$ cat src/rtl/divider_8bit.sv
// 8-bit unsigned restoring divider: one quotient bit per clock, MSB first,
// registered results that change only when an operation completes.
module divider_8bit (
  input  logic       clk,
  input  logic       rst,
  input  logic       strt,
  input  logic [7:0] dividend,
  input  logic [7:0] divisor,
  output logic [7:0] quotient,
  output logic [7:0] remainder,
  output logic       not_valid,
  output logic       idle
);

  typedef enum logic {
    IDLE = 1'b0,
    CALC = 1'b1
  } state_e;

  state_e     state_q, state_d;

  logic [7:0] dvd_q, dvd_d;   // dividend bits shifted out, quotient bits shifted in
  logic [7:0] dvs_q, dvs_d;
  logic [7:0] rem_q, rem_d;
  logic [2:0] cnt_q, cnt_d;
  logic [7:0] quo_q, quo_d;
  logic [7:0] remo_q, remo_d;
  logic       nv_q, nv_d;
  logic       idle_q, idle_d;

  logic       accept;
  logic       div_zero;
  logic       last_step;
  logic [8:0] part_rem;
  logic [7:0] diff;
  logic       qbit;

  always_comb begin
    accept    = (state_q == IDLE) && strt;
    div_zero  = (dvs_q == '0);
    last_step = div_zero || (cnt_q == 3'd7);
    // Trial value needs the 9th bit; once the subtraction succeeds the
    // difference is below the divisor, so 8 bits hold it.
    part_rem  = {rem_q, dvd_q[7]};
    qbit      = (part_rem >= {1'b0, dvs_q});
    diff      = part_rem[7:0] - dvs_q;
  end

  // State register
  always_ff @(posedge clk) begin
    if (rst) begin
      state_q <= IDLE;
    end else begin
      state_q <= state_d;
    end
  end

  // Next-state logic
  always_comb begin
    state_d = state_q;
    unique case (state_q)
      IDLE: if (strt)      state_d = CALC;
      CALC: if (last_step) state_d = IDLE;
      default:             state_d = IDLE;
    endcase
  end

  // Datapath and output next values
  always_comb begin
    dvd_d  = dvd_q;
    dvs_d  = dvs_q;
    rem_d  = rem_q;
    cnt_d  = cnt_q;
    quo_d  = quo_q;
    remo_d = remo_q;
    nv_d   = nv_q;
    idle_d = (state_d == IDLE);

    if (accept) begin
      dvd_d = dividend;
      dvs_d = divisor;
      rem_d = '0;
      cnt_d = '0;
    end else if (state_q == CALC) begin
      if (div_zero) begin
        quo_d  = '1;
        remo_d = dvd_q;
        nv_d   = 1'b1;
      end else begin
        rem_d = qbit ? diff : part_rem[7:0];
        dvd_d = {dvd_q[6:0], qbit};
        cnt_d = cnt_q + 3'd1;
        if (cnt_q == 3'd7) begin
          quo_d  = {dvd_q[6:0], qbit};
          remo_d = qbit ? diff : part_rem[7:0];
          nv_d   = 1'b0;
        end
      end
    end
  end

  always_ff @(posedge clk) begin
    if (rst) begin
      dvd_q  <= '0;
      dvs_q  <= '0;
      rem_q  <= '0;
      cnt_q  <= '0;
      quo_q  <= '0;
      remo_q <= '0;
      nv_q   <= 1'b0;
      idle_q <= 1'b1;
    end else begin
      dvd_q  <= dvd_d;
      dvs_q  <= dvs_d;
      rem_q  <= rem_d;
      cnt_q  <= cnt_d;
      quo_q  <= quo_d;
      remo_q <= remo_d;
      nv_q   <= nv_d;
      idle_q <= idle_d;
    end
  end

  // Output logic
  always_comb begin
    quotient  = quo_q;
    remainder = remo_q;
    not_valid = nv_q;
    idle      = idle_q;
  end

endmodule

$ cat config.mk
export PLATFORM = sky130hd
export DESIGN_NAME = divider_8bit
export DESIGN_NICKNAME = d
export VERILOG_FILES = /design/src/rtl/divider_8bit.sv
export SDC_FILE = /design/constraint.sdc
export NUM_CORES = 1
export LEC_CHECK = 0
export ABC_AREA = 1
export CORE_MARGIN = 5
export CORE_UTILIZATION = 50
export CTS_BUF_LIST = sky130_fd_sc_hd__clkbuf_4
export CTS_CLUSTER_DIAMETER = 40
export DETAILED_ROUTE_END_ITERATION = 6
export PLACE_DENSITY = 0.74
export SETUP_SLACK_MARGIN = 0.05
export SYNTH_ARGS = -nofsm -noshare
export SYNTH_HDL_FRONTEND = slang
export SYNTH_SLANG_ARGS = --single-unit
$ cat constraint.sdc
create_clock -name clk -period 1.9 [get_ports clk]
set_input_delay 0.285 -clock clk [delete_from_list [all_inputs] [get_ports clk]]
set_output_delay 0.285 -clock clk [all_outputs]
set_load 0.01 [all_outputs]
== Word-level counts from Yosys, hierarchy flattened ==
Cells that the tools add are included.

* Register bits after elaboration: 46
* Input port bits: 19
* Output and inout bits: 18

* $add $sub $neg: 2
* Magnitude comparators: 1
* Equality and inequality tests: 2
* Mux-type cells: 13
* Bitwise operators: 4
* Reduce and logical (&&, ||, !) cells: 9

{| class="wikitable"
|+ Operators with widths
! operator !! number
|-
| 2-to-1 mux 8 bit || 8
|-
| greater-or-equal comparator 9 x 8 -> 1 bit || 1
|-
| zero test 8 bit || 1
|-
| subtractor 8 bit || 1
|-
| 2-to-1 mux 1 bit || 4
|-
| NOT 1 bit || 4
|-
| AND reduction 2 bit || 2
|-
| nonzero test 2 bit || 2
|-
| adder 3 x 1 -> 3 bit (second input constant) || 1
|-
| equality test 3 bit (second input constant) || 1
|-
| AND reduction 3 bit || 1
|-
| != test 2 bit (second input constant) || 1
|-
| one-hot mux 1 bit (2 select lines) || 1
|-
| OR reduction 2 bit || 1
|-
| logical AND 1 bit || 1
|-
| logical OR 1 bit || 1
|}

== Longest topological paths before layout ==
Gate-level depths: netlist (run 1).

* Depth in word-level cells: 5
* Gate-level depth with buffers: 14

== Worst setup path after synthesis (run 1) ==
Ideal clock, no wire load.

* Kind: register to register
* Start point: register dvd_q[7]
* End point: register remo_q[4], in the netlist remainder[4]
* Arrival time: 1.589 ns
* Data required time: 1.830 ns
* Path slack: 0.241 ns
* Stages on the path, launching flop included: 12
* Path buffers: 0
* Period minus slack after synthesis: 1.659 ns
* Path through: dfxtp_1 > inv_1 > ha_1 > fa_1 > inv_1 > nand3_1 > nand3_1 > xor2_1 > nand2_1 > nand2_1 > nand2_1 > a21oi_1

* Word-level cells in the longest chain between the ends: 4

{| class="wikitable"
|+ Ends and longest elaborated chain
! what !! RTL line !! RTL
|-
| start: declaration || 22 || <nowiki>logic [7:0] dvd_q, dvd_d;</nowiki>
|-
| start signal: assignment || 113 || <nowiki>dvd_q <= dvd_d;</nowiki>
|-
| subtractor 8 bit or greater-or-equal comparator 9 x 8 -> 1 bit (tied branches) || 46, 45 ||
|-
| 2-to-1 mux 8 bit (*) || 95 || <nowiki>remo_d = qbit ? diff : part_rem[7:0];</nowiki>
|-
| 2-to-1 mux 8 bit (*) || 93 || <nowiki>if (cnt_q == 3'd7) begin</nowiki>
|-
| 2-to-1 mux 8 bit (*) || 85 || <nowiki>if (div_zero) begin</nowiki>
|-
| end signal: assignment || 118 || <nowiki>remo_q <= remo_d;</nowiki>
|-
| end: declaration || 27 || <nowiki>logic [7:0] remo_q, remo_d;</nowiki>
|}

Mark *: on every way between the ends. The rest lies on a longest branch, timed or not. The select of a mux whose other input is x is not followed.
A chain may end at the register's enable or synchronous reset.

== Worst setup path in the final report (run 1) ==
* Start point: register rem_q[1]
* End point: register dvd_q[0]

* Word-level cells in the longest chain between the ends: 4

{| class="wikitable"
|+ Ends and longest elaborated chain
! what !! RTL line !! RTL
|-
| start: declaration || 24 || <nowiki>logic [7:0] rem_q, rem_d;</nowiki>
|-
| start signal: assignment || 115 || <nowiki>rem_q <= rem_d;</nowiki>
|-
| greater-or-equal comparator 9 x 8 -> 1 bit || 45 || <nowiki>qbit = (part_rem >= {1'b0, dvs_q});</nowiki>
|-
| 2-to-1 mux 8 bit || 85 ||
|-
| 2-to-1 mux 8 bit || 84 || <nowiki>end else if (state_q == CALC) begin</nowiki>
|-
| 2-to-1 mux 8 bit || 79 || <nowiki>if (accept) begin</nowiki>
|}

Every way passes these cells. The select of a mux whose other input is x is not followed.

==> flow_summary.toml, run 1 <==
[floorplan]
ios = 37
num_rows = 25
dieHeight_um = 78.61
die_width_um = 78.61
core-area_um2 = 4661
start_util_pct = 50.50
fp.dieArea_um2 = 6179

[synthesis]
ys_seq_area_share_pct = 39.13
synth_area_um2 = 2354
synth_flop_cell = "dfxtp_1"
yosysWarnings = 0
synth_cell_types = 34
synth-seq-cells = 46
async_reset_ff_share_pct = 0
avgSynthCellArea_um2 = 7.264
synthCells = 324
syn-num-nets = 354
synth-edff-count = 0

[critical_path]
crit_fanout = 9
cp_num_buf_inv = 1
max_stage_delay_ps = 440
crit_required_ps = 2170
crit_arrival_ps = 2060
end_kind = "register"
reg2reg_depth = 9
worstSetupPathType = "register to register"
cp_cell_sequence = "ha_4 -> or2_1 -> nand3_2 -> nand2_2 -> nand2_4 -> nand2_8 -> buf_4 -> o22ai_1 -> a21oi_1"
cp_num_cells = 9
critPathLaunchType = "register"
crit_path_top_delay_cell = "dfxtp_1"
path_delay_family = "simple AND/OR/NAND/NOR gates"

[global_route]
grt_pass1_wl_mm = 9.397
first_global_vias = 2112
grt_usage_pct = 18.91
grt_start_max_net_pins = 19
antenna_found_initial = 0
grt-ovfl-total = 0

[routing]
drcViolationCount = 0
wire_per_inst_um = 13.82
vias_per_cell = 5.304
antenna_left = 0
first_pass_iters = 4
wl_mm = 5.818
dr_total_vias = 2233
drt-initial-drc-count = 192

[clock_network]
cts_buffer_depth = 2
cts_tree = "yes"
clockRootBuffer = "clkbuf_4"
cts_made_buffers = 5
h-tree-depth = 2
clkSlewWorstSetupHoldPaths_ps = 140
cts_sinks = 46
clock_latency_ps = 370

[pwr]
leakage_nw = 1.332
ir_worst_vdd_v = 0.0005262
p_per_area_nw_per_um2 = 896.5

[placement]
placed_cells = 410
port_buffers = 36
gp_congestion = 0.8709
dp_hpwl_mm = 4.167

[layout]
fin_nets = 396
layout-drive-gt1-share_pct = 18.80
multi_input_area_um2 = 1370
area_growth_pct = 29.51
fin_cells = 421
diodes = 0
ff_latch_area_um2 = 930.9
fill_cells = 397

[sta]
skew_ps = 14.31
drv_slew = 0
fin_crit_sh_pct = 94.35
finalHoldViolCount = 0
worst_slew_pin_slew_ps = 469.7
slew-limit-headroom_pct = 68.65
max_freq_mhz = 557.8
post-route-min-period_ps = 1793
rsz0062_at_grt = "yes"
fin_setup_tns_ps = 0
setup_viol = 0

[worst_hold_path]
hold_depth = 3
hold_path_class = "input pin to register"

[run_status]
outcome = "finished clean"

[flow_run]
cap_viol_max_count = 0
-- path summary, 6_finish.rpt --
kind / from / end / slack (ps)
worst max-delay path: rem_q[1] / dvd_q[0] / 110
worst min-delay path: dividend[3] / dvd_q[3] / 470
worst min register to register: not_valid / not_valid / 480
worst max register to register: rem_q[1] / dvd_q[0] / 110
-- synth_stat cells, types with 2 or more instances --
master,count,area share (%)
nor2_4,5,2.4
nand4_1,2,0.53
ha_1,10,5.3
or2_1,2,0.53
a21o_1,2,0.64
o22ai_1,8,2.1
a21oi_1,33,7.0
nand2_2,6,1.6
buf_2,4,0.85
nor2_1,25,4.0
nand3_1,18,3.8
nand2_1,70,11
dfxtp_1,46,39
inv_2,4,0.64
xnor2_1,2,0.74
a22oi_1,2,0.64
o21ai_1,6,1.3
a31oi_1,5,1.3
inv_1,37,5.9
clkbuf_1,5,0.80
o21ai_0,19,4.0
-- per-layer routing --
| metal | track usage, % | share of wire [%] |
|---|---|---|
| met1 | 23.35 | 44 |
| met5 | 0 | 0 |
| met4 | 7.692 | 2.0 |
| met2 | 31.66 | 50 |
| met3 | 4.243 | 3.5 |
-- area by class of cell --
type | instances | area share, %
Inverter | 42 | 5.172
Clock inverter | 3 | 1.437
Tap cell | 54 | 2.217
Multi-Input combinational cell | 226 | 44.95
Sequential cell | 46 | 30.54
Clock buffer | 5 | 1.232
Timing Repair Buffer | 45 | 14.45
-- sequential cells by signal (all words and copies together), names as in the netlist --
signal     cells
state_q        1
dvs_q          8
remainder      8
cnt_q          3
idle           1
quotient       8
rem_q          8
not_valid      1
dvd_q          8
-- worst reg2reg max path, stage by stage (launching register included) --
cell,delay (ps)
dfxtp_1,440
ha_4,250
or2_1,260
nand3_2,100
nand2_2,80
nand2_4,140
nand2_8,100
buf_4,150
o22ai_1,100
a21oi_1,80
-- where the power goes --
part | total, mW | switching [mW] | internal (mW)
clock network | 0.609 | 0.330 | 0.280
logic | 1.03 | 0.597 | 0.432
registers | 1.09 | 0.0576 | 1.04
-- stage by stage --
stage	cell area, um^2	power [mW]	setup WS [ps]	utilization (%)	hold WS [ps]
floorplan	2354	1.754	241.1	-	444.0
global placement	2780	1.977	136.1	59.65	451.8
detailed placement	2780	1.988	73.45	59.65	455.7
CTS	2861	2.593	57.69	61.40	461.6
global route	3048	2.921	-36.72	65.40	466.7
finish	3048	2.733	107.3	65.40	469.4
-- timing repair --
| action | 4_1_cts | 5_1_grt |
|---|---|---|
| resized for setup | 0 | 31 |
| hold buffers | 0 | 0 |
| buffers inserted | 0 | 3 |
| endpoints found under the setup margin | 0 | 18 |
-- logic make-up after synthesis --
kind of cell / after synthesis / share of synthesized area (%)
AO/OA/AOI/OAI: 78 / 18.13
buffers and inverters: 52 / 8.665
AND/OR/NAND/NOR: 134 / 26.79
adder cells (fa/ha/maj): 11 / 6.167
XOR/XNOR: 3 / 1.117
flip-flops: 46 / 39.13
-- layout by cell type (no fill, tap or decap), types with 12 or more instances in the layout --
cell type / n
a21oi_1: 30
o21ai_0: 19
nand2_1: 64
inv_1: 34
nand2_2: 12
dfxtp_1: 40
nand3_1: 16
nor2_1: 24
clkdlybuf4s50_1: 36
Note: power is estimated with default switching activity, not from simulation.
==> inputs of run 2 (changes only) <==
--- a/config.mk
+++ b/config.mk
@@ -5,13 +5,14 @@
 export SDC_FILE = /design/constraint.sdc
 export NUM_CORES = 1
 export LEC_CHECK = 0
-export ABC_AREA = 1
+export CELL_PAD_IN_SITES_DETAIL_PLACEMENT = 1
+export CELL_PAD_IN_SITES_GLOBAL_PLACEMENT = 1
 export CORE_MARGIN = 5
-export CORE_UTILIZATION = 50
+export CORE_UTILIZATION = 41
 export CTS_BUF_LIST = sky130_fd_sc_hd__clkbuf_4
 export CTS_CLUSTER_DIAMETER = 40
 export DETAILED_ROUTE_END_ITERATION = 6
-export PLACE_DENSITY = 0.74
+export PLACE_DENSITY = 0.8
 export SETUP_SLACK_MARGIN = 0.05
 export SYNTH_ARGS = -nofsm -noshare
 export SYNTH_HDL_FRONTEND = slang
==> run 2 against run 1 <==
Effect of this change:
- critical path type unchanged
- largest cell class unchanged
- sequential share of layout area down 3.9 points
- the run now ends with setup timing left
- synthesized cell count shrank 19%
- utilization is 0.63 points lower
==> flow_summary.toml, run 2 <==
[routing]
dr_total_vias = 2622
vias_per_cell = 6.098
antenna_left = 0
drt-initial-drc-count = 208
wl_mm = 10.44
wire_per_inst_um = 24.28
drcViolationCount = 0
first_pass_iters = 4

[layout]
fin_nets = 387
area_growth_pct = 55.70
fill_cells = 610
layout_common_cells = "58 x buf_4, 39 x nand2_1, 39 x dfxtp_1"
fin_area_um2 = 3501
layout-drive-gt1-share_pct = 39.39
diodes = 0
final_common_cell = "buf_4"

[floorplan]
core-area_um2 = 5405
die_width_um = 84.06
dieHeight_um = 84.06
num_rows = 27
fp.dieArea_um2 = 7065
ios = 37
start_util_pct = 41.60

[sta]
setup_viol = 18
post-route-min-period_ps = 2099
finalHoldViolCount = 0
worst_slew_pin_slew_ps = 467.8
whs_ps = 439.3
fin_crit_sh_pct = 110.5
skew_ps = 10.61
max_freq_mhz = 476.4
setup_ws_ps = -199.2
slew-limit-headroom_pct = 68.77
rsz0062_at_grt = "yes"
drv_slew = 0

[worst_hold_path]
hold_path_class = "input pin to register"

[clock_network]
clockRootBuffer = "clkbuf_4"
ctsHoldBuffers = 0
h-tree-depth = 2
cts_buffer_depth = 2
cts_sinks = 46
cts_tree = "yes"
cts_made_buffers = 5
clkSlewWorstSetupHoldPaths_ps = 150
clock_latency_ps = 390

[critical_path]
crit_fanout = 2
crit_arrival_ps = 2410
end_kind = "register"
worstSetupPathType = "register to register"
critPathLaunchType = "register"
crit_required_ps = 2210

[synthesis]
synthCells = 262
avgSynthCellArea_um2 = 8.582
ys_seq_area_share_pct = 40.96
yosysWarnings = 0
synth-edff-count = 0
synth_cell_types = 46
synth_flop_cell = "dfxtp_1"
synth_area_um2 = 2248
synth-seq-cells = 46
synth.area.top_cells = "dfxtp_1 41%, a21oi_1 7.8%, nand2_1 7.0%"
yosys.area.top_type_share_pct = 40.96
syn-num-nets = 292
yosys.area.top_type = "dfxtp_1"
synth_common_cells = "46 x dfxtp_1, 42 x nand2_1, 35 x a21oi_1"
yosysMostFrequentCell = "dfxtp_1"
async_reset_ff_share_pct = 0

[global_route]
grt-ovfl-total = 0
first_global_vias = 2756
grt_start_max_net_pins = 19
antenna_found_initial = 0
grt_pass1_wl_mm = 14.44
grt_usage_pct = 25.80

[placement]
dp_hpwl_mm = 5.983
gp_congestion = 0.8651
port_buffers = 36
place_area_um2 = 3054

[pwr]
leakage_nw = 1.368
ir_worst_vdd_v = 0.0004961
p_per_area_nw_per_um2 = 838.9
finalPower_mw = 2.937

[run_status]
violations = "setup timing"
outcome = "complete, but fails checks"

[flow_run]
cap_viol_max_count = 0
[run 2: where the power goes]
part	switching, mW	internal (mW)	leakage (nW)	total, mW
combinational	0.683	0.632	0.954	1.31
clock	0.355	0.160	0.0356	0.515
sequential	0.0717	1.03	0.379	1.11
[run 2: worst paths after layout]
path         startpoint      endpoint  slack (ps)  depth (start not counted)
max            dvd_q[7]  remainder[6]        -200                          9
min          divisor[6]      dvs_q[6]         440                          3
max reg2reg    dvd_q[7]  remainder[6]        -200                          9
min reg2reg    cnt_q[1]      cnt_q[1]         480                          2
[run 2: timing repair]
| action | CTS | global route |
|---|---|---|
| endpoints found under the setup margin | 23 | 37 |
| gates cloned | 1 | 0 |
| buffers inserted | 8 | 5 |
| pin swaps | 15 | 23 |
| gates resized for setup | 34 | 34 |
[run 2: critical path: stages (launching register included)]
cell and delay [ps]:
dfxtp_2 380, inv_4 40, ha_4 160, fa_2 420
nor2b_4 150, o31a_1 200, o21ai_2 120, a21oi_2 230
o21ai_4 90, a311oi_2 220
[run 2: metal layers]
metal / share of wire, % / global-route usage [%] / up-vias
li1: - / - / 1148
met1: 41 / 31.35 / 1317
met2: 49 / 43.26 / 108
met3: 5.2 / 5.331 / 49
met4: 4.9 / 11.99 / 0
met5: 0 / 0 / -
[run 2: layout make-up]
class / instances / area (um^2) / area share (%)
well taps: 72 / 90.09 / 2.573
clock inverters: 2 / 13.76 / 0.3931
inverters: 12 / 47.55 / 1.358
repair buffers: 99 / 852.1 / 24.34
clock buffers: 6 / 45.04 / 1.287
flip-flops and latches: 46 / 932.1 / 26.63
multi-input cells: 193 / 1520 / 43.42
[run 2: cell families after synthesis]
kind of cell	count (synthesis)	share of synthesized area, %
mux	2	1.002
xor+xnor	4	1.558
flops	46	40.96
compound gates	91	27.66
buf+inv	24	4.618
fa+ha+maj	11	6.455
simple gates	84	17.75
[run 2: metrics by stage]
stage / utilization, % / TNS [ps] / std cells / setup WS [ps]
6_report: 64.77 / -1947 / 430 / -199.2
5_1_grt: 64.77 / -3122 / 430 / -262.3
2_1_floorplan: - / -65.20 / 262 / -65.20
3_3_place_gp: 56.50 / -175.9 / 408 / -86.84
3_5_place_dp: 56.50 / -1093 / 408 / -162.0
4_1_cts: 61.48 / -113.6 / 425 / -27.32
==> inputs of run 3 (changes only) <==
--- a/config.mk
+++ b/config.mk
@@ -7,7 +7,7 @@
 export LEC_CHECK = 0
 export CELL_PAD_IN_SITES_DETAIL_PLACEMENT = 1
 export CELL_PAD_IN_SITES_GLOBAL_PLACEMENT = 1
-export CORE_MARGIN = 5
+export CORE_MARGIN = 2
 export CORE_UTILIZATION = 41
 export CTS_BUF_LIST = sky130_fd_sc_hd__clkbuf_4
 export CTS_CLUSTER_DIAMETER = 40
==> run 3 against run 2 <==
Effect of this change:
- the flow still finishes with violations (setup timing)
- sequential share of layout area about the same
- clock power rose by 31%
- global-route usage increased by 5.1 points
- final cell count fell by 1.6%
- first-iteration DRC count rose by 30%
- non-clock buffer count shrank 4
- critical endpoint is now remainder[5]
==> flow_summary.toml, run 3 (synthesis gave the netlist of run 2 again) <==
[critical_path]
cp_common_cell = "nand2_1"
path_delay_family = "compound AO/OA/AOI/OAI gates"
cp_num_buf_inv = 2
end_kind = "register"
crit_arrival_ps = 2530
critPathLaunchType = "register"
r2r_setup_slack_ps = -320
crit_path_top_delay_cell = "dfxtp_2"
cp_cell_sequence = "inv_2 -> ha_4 -> nand2_1 -> a211oi_2 -> buf_4 -> nor2_1 -> xnor2_1 -> nand2_1 -> a2111oi_2"
crit_required_ps = 2210
cp_num_cells = 9
reg2reg_depth = 9
max_stage_delay_ps = 380
worstSetupPathType = "register to register"
crit_fanout = 3

[worst_hold_path]
hold_depth = 3
hold_path_class = "input pin to register"

[layout]
final_util_pct = 67.52
fill_cells = 580
final_common_cell = "buf_4"
diodes = 0
layout_common_cells = "54 x buf_4, 38 x nand2_1, 36 x clkdlybuf4s50_1"
layout-drive-gt1-share_pct = 41.08
area_growth_pct = 56.32
fin_nets = 382

[sta]
drv_slew = 0
skew_ps = 10.80
fin_crit_sh_pct = 116.9
rsz0062_at_grt = "yes"
slew-limit-headroom_pct = 62.59
max_freq_mhz = 450.3
fin_setup_tns_ps = -2304
post-route-min-period_ps = 2221
setup_ws_ps = -320.8
worst_slew_pin_slew_ps = 560.3
finalHoldViolCount = 0
setup_viol = 18

[routing]
antenna_left = 0
wire_per_inst_um = 27.79
dr_total_vias = 2725
drcViolationCount = 0
vias_per_cell = 6.442
first_pass_iters = 5
wl_mm = 11.76
drt-initial-drc-count = 270

[pwr]
clkPwrFrac_pct = 21.4
ir_worst_vdd_v = 0.0004824
leakage_nw = 1.352
finalPower_mw = 3.158
pwr-share-comb_pct = 43.2
intPower_mw = 1.969
power_switching_mw = 1.189
pwr-share-seq_pct = 35.4
switching_share_pct = 37.65
p_per_area_nw_per_um2 = 898.5

[flow_run]
cap_viol_max_count = 0

[clock_network]
clockRootBuffer = "clkbuf_4"
cts_sinks = 46
ctsHoldBuffers = 0
cts_tree = "yes"
clkSlewWorstSetupHoldPaths_ps = 150
h-tree-depth = 2
cts_made_buffers = 5
cts_buffer_depth = 2
clock_latency_ps = 400

[global_route]
grtUsageMet1_pct = 37.68
grt_start_max_net_pins = 20
grt-busiest-layer = "met2"
grt-ovfl-total = 0
grtUsageMet3_pct = 4.483
first_global_vias = 2746
grt_usage_pct = 30.89
antenna_found_initial = 0
met2_usage_pct = 52.50
grt_pass1_wl_mm = 14.35

[floorplan]
start_util_pct = 43.20
core-area_um2 = 5205
ios = 37
fp.dieArea_um2 = 6093
die_width_um = 78.06
dieHeight_um = 78.06
num_rows = 26

[placement]
port_buffers = 36
gp_congestion = 0.8443
dp_hpwl_mm = 5.878

[run_status]
outcome = "complete, but fails checks"
violations = "setup timing"
## run 3: cell count changes in the layout (fill, tap and decap cells not counted), moves of 2 or more
cell	change
buf_4	-4
dfxtp_1	-5
dfxtp_2	+6
inv_1	-3
inv_2	+4
nand2_2	+2
## run 3: power by group through the flow
stage / logic [mW] / registers, mW / clock network, mW
finish: 1.37 / 1.12 / 0.676
global route: 1.40 / 1.12 / 0.704
global placement: 0.877 / 1.11 / 0
floorplan: 0.505 / 1.11 / 0
CTS: 1.04 / 1.10 / 0.648
detailed placement: 0.913 / 1.11 / 0
## run 3: path summary, 6_finish.rpt
kind         startpoint      endpoint
min reg2reg    cnt_q[1]      cnt_q[1]
min          divisor[5]      dvs_q[5]
max reg2reg    dvs_q[3]  remainder[5]
max            dvs_q[3]  remainder[5]
## run 3: worst min-delay path, delay by kind of cell
family	cells	cell delay, ps
AO/OA/AOI/OAI	1	60
buffers and inverters	1	400
AND/OR/NAND/NOR	1	60
## run 3: area by class of cell
class	instances	area, um^2	share of cell area (%)
multi-input combinational	192	1533	43.61
sequential	46	935.9	26.63
timing repair buffer	95	830.8	23.64
tap	70	87.58	2.492
clock buffer	7	52.55	1.495
inverter	12	45.04	1.282
clock inverter	1	30.03	0.8544
## run 3: per-stage QoR
step	cell area (um^2)	instances	hold WS [ps]	worst slack, ps
floorplan	2287	262	385.8	-65.20
global placement	3042	403	446.9	-1.068
global route	3515	423	450.1	-318.8
detailed placement	3042	403	472.5	-168.7
CTS	3293	416	424.6	-53.91
finish	3515	423	437.4	-320.8
## run 3: routing by layer
metal  wire length [um]  vias up
met5                  0        -
met4                674        0
met3                815       61
met2               5686      180
met1               4581     1352
li1                   -     1132
## run 3: repair_timing
action                     4_1_cts  5_1_grt
setup endpoints to repair       25       36
resized for setup               31       44
buffers inserted                 5        7
pin swaps                       23       23
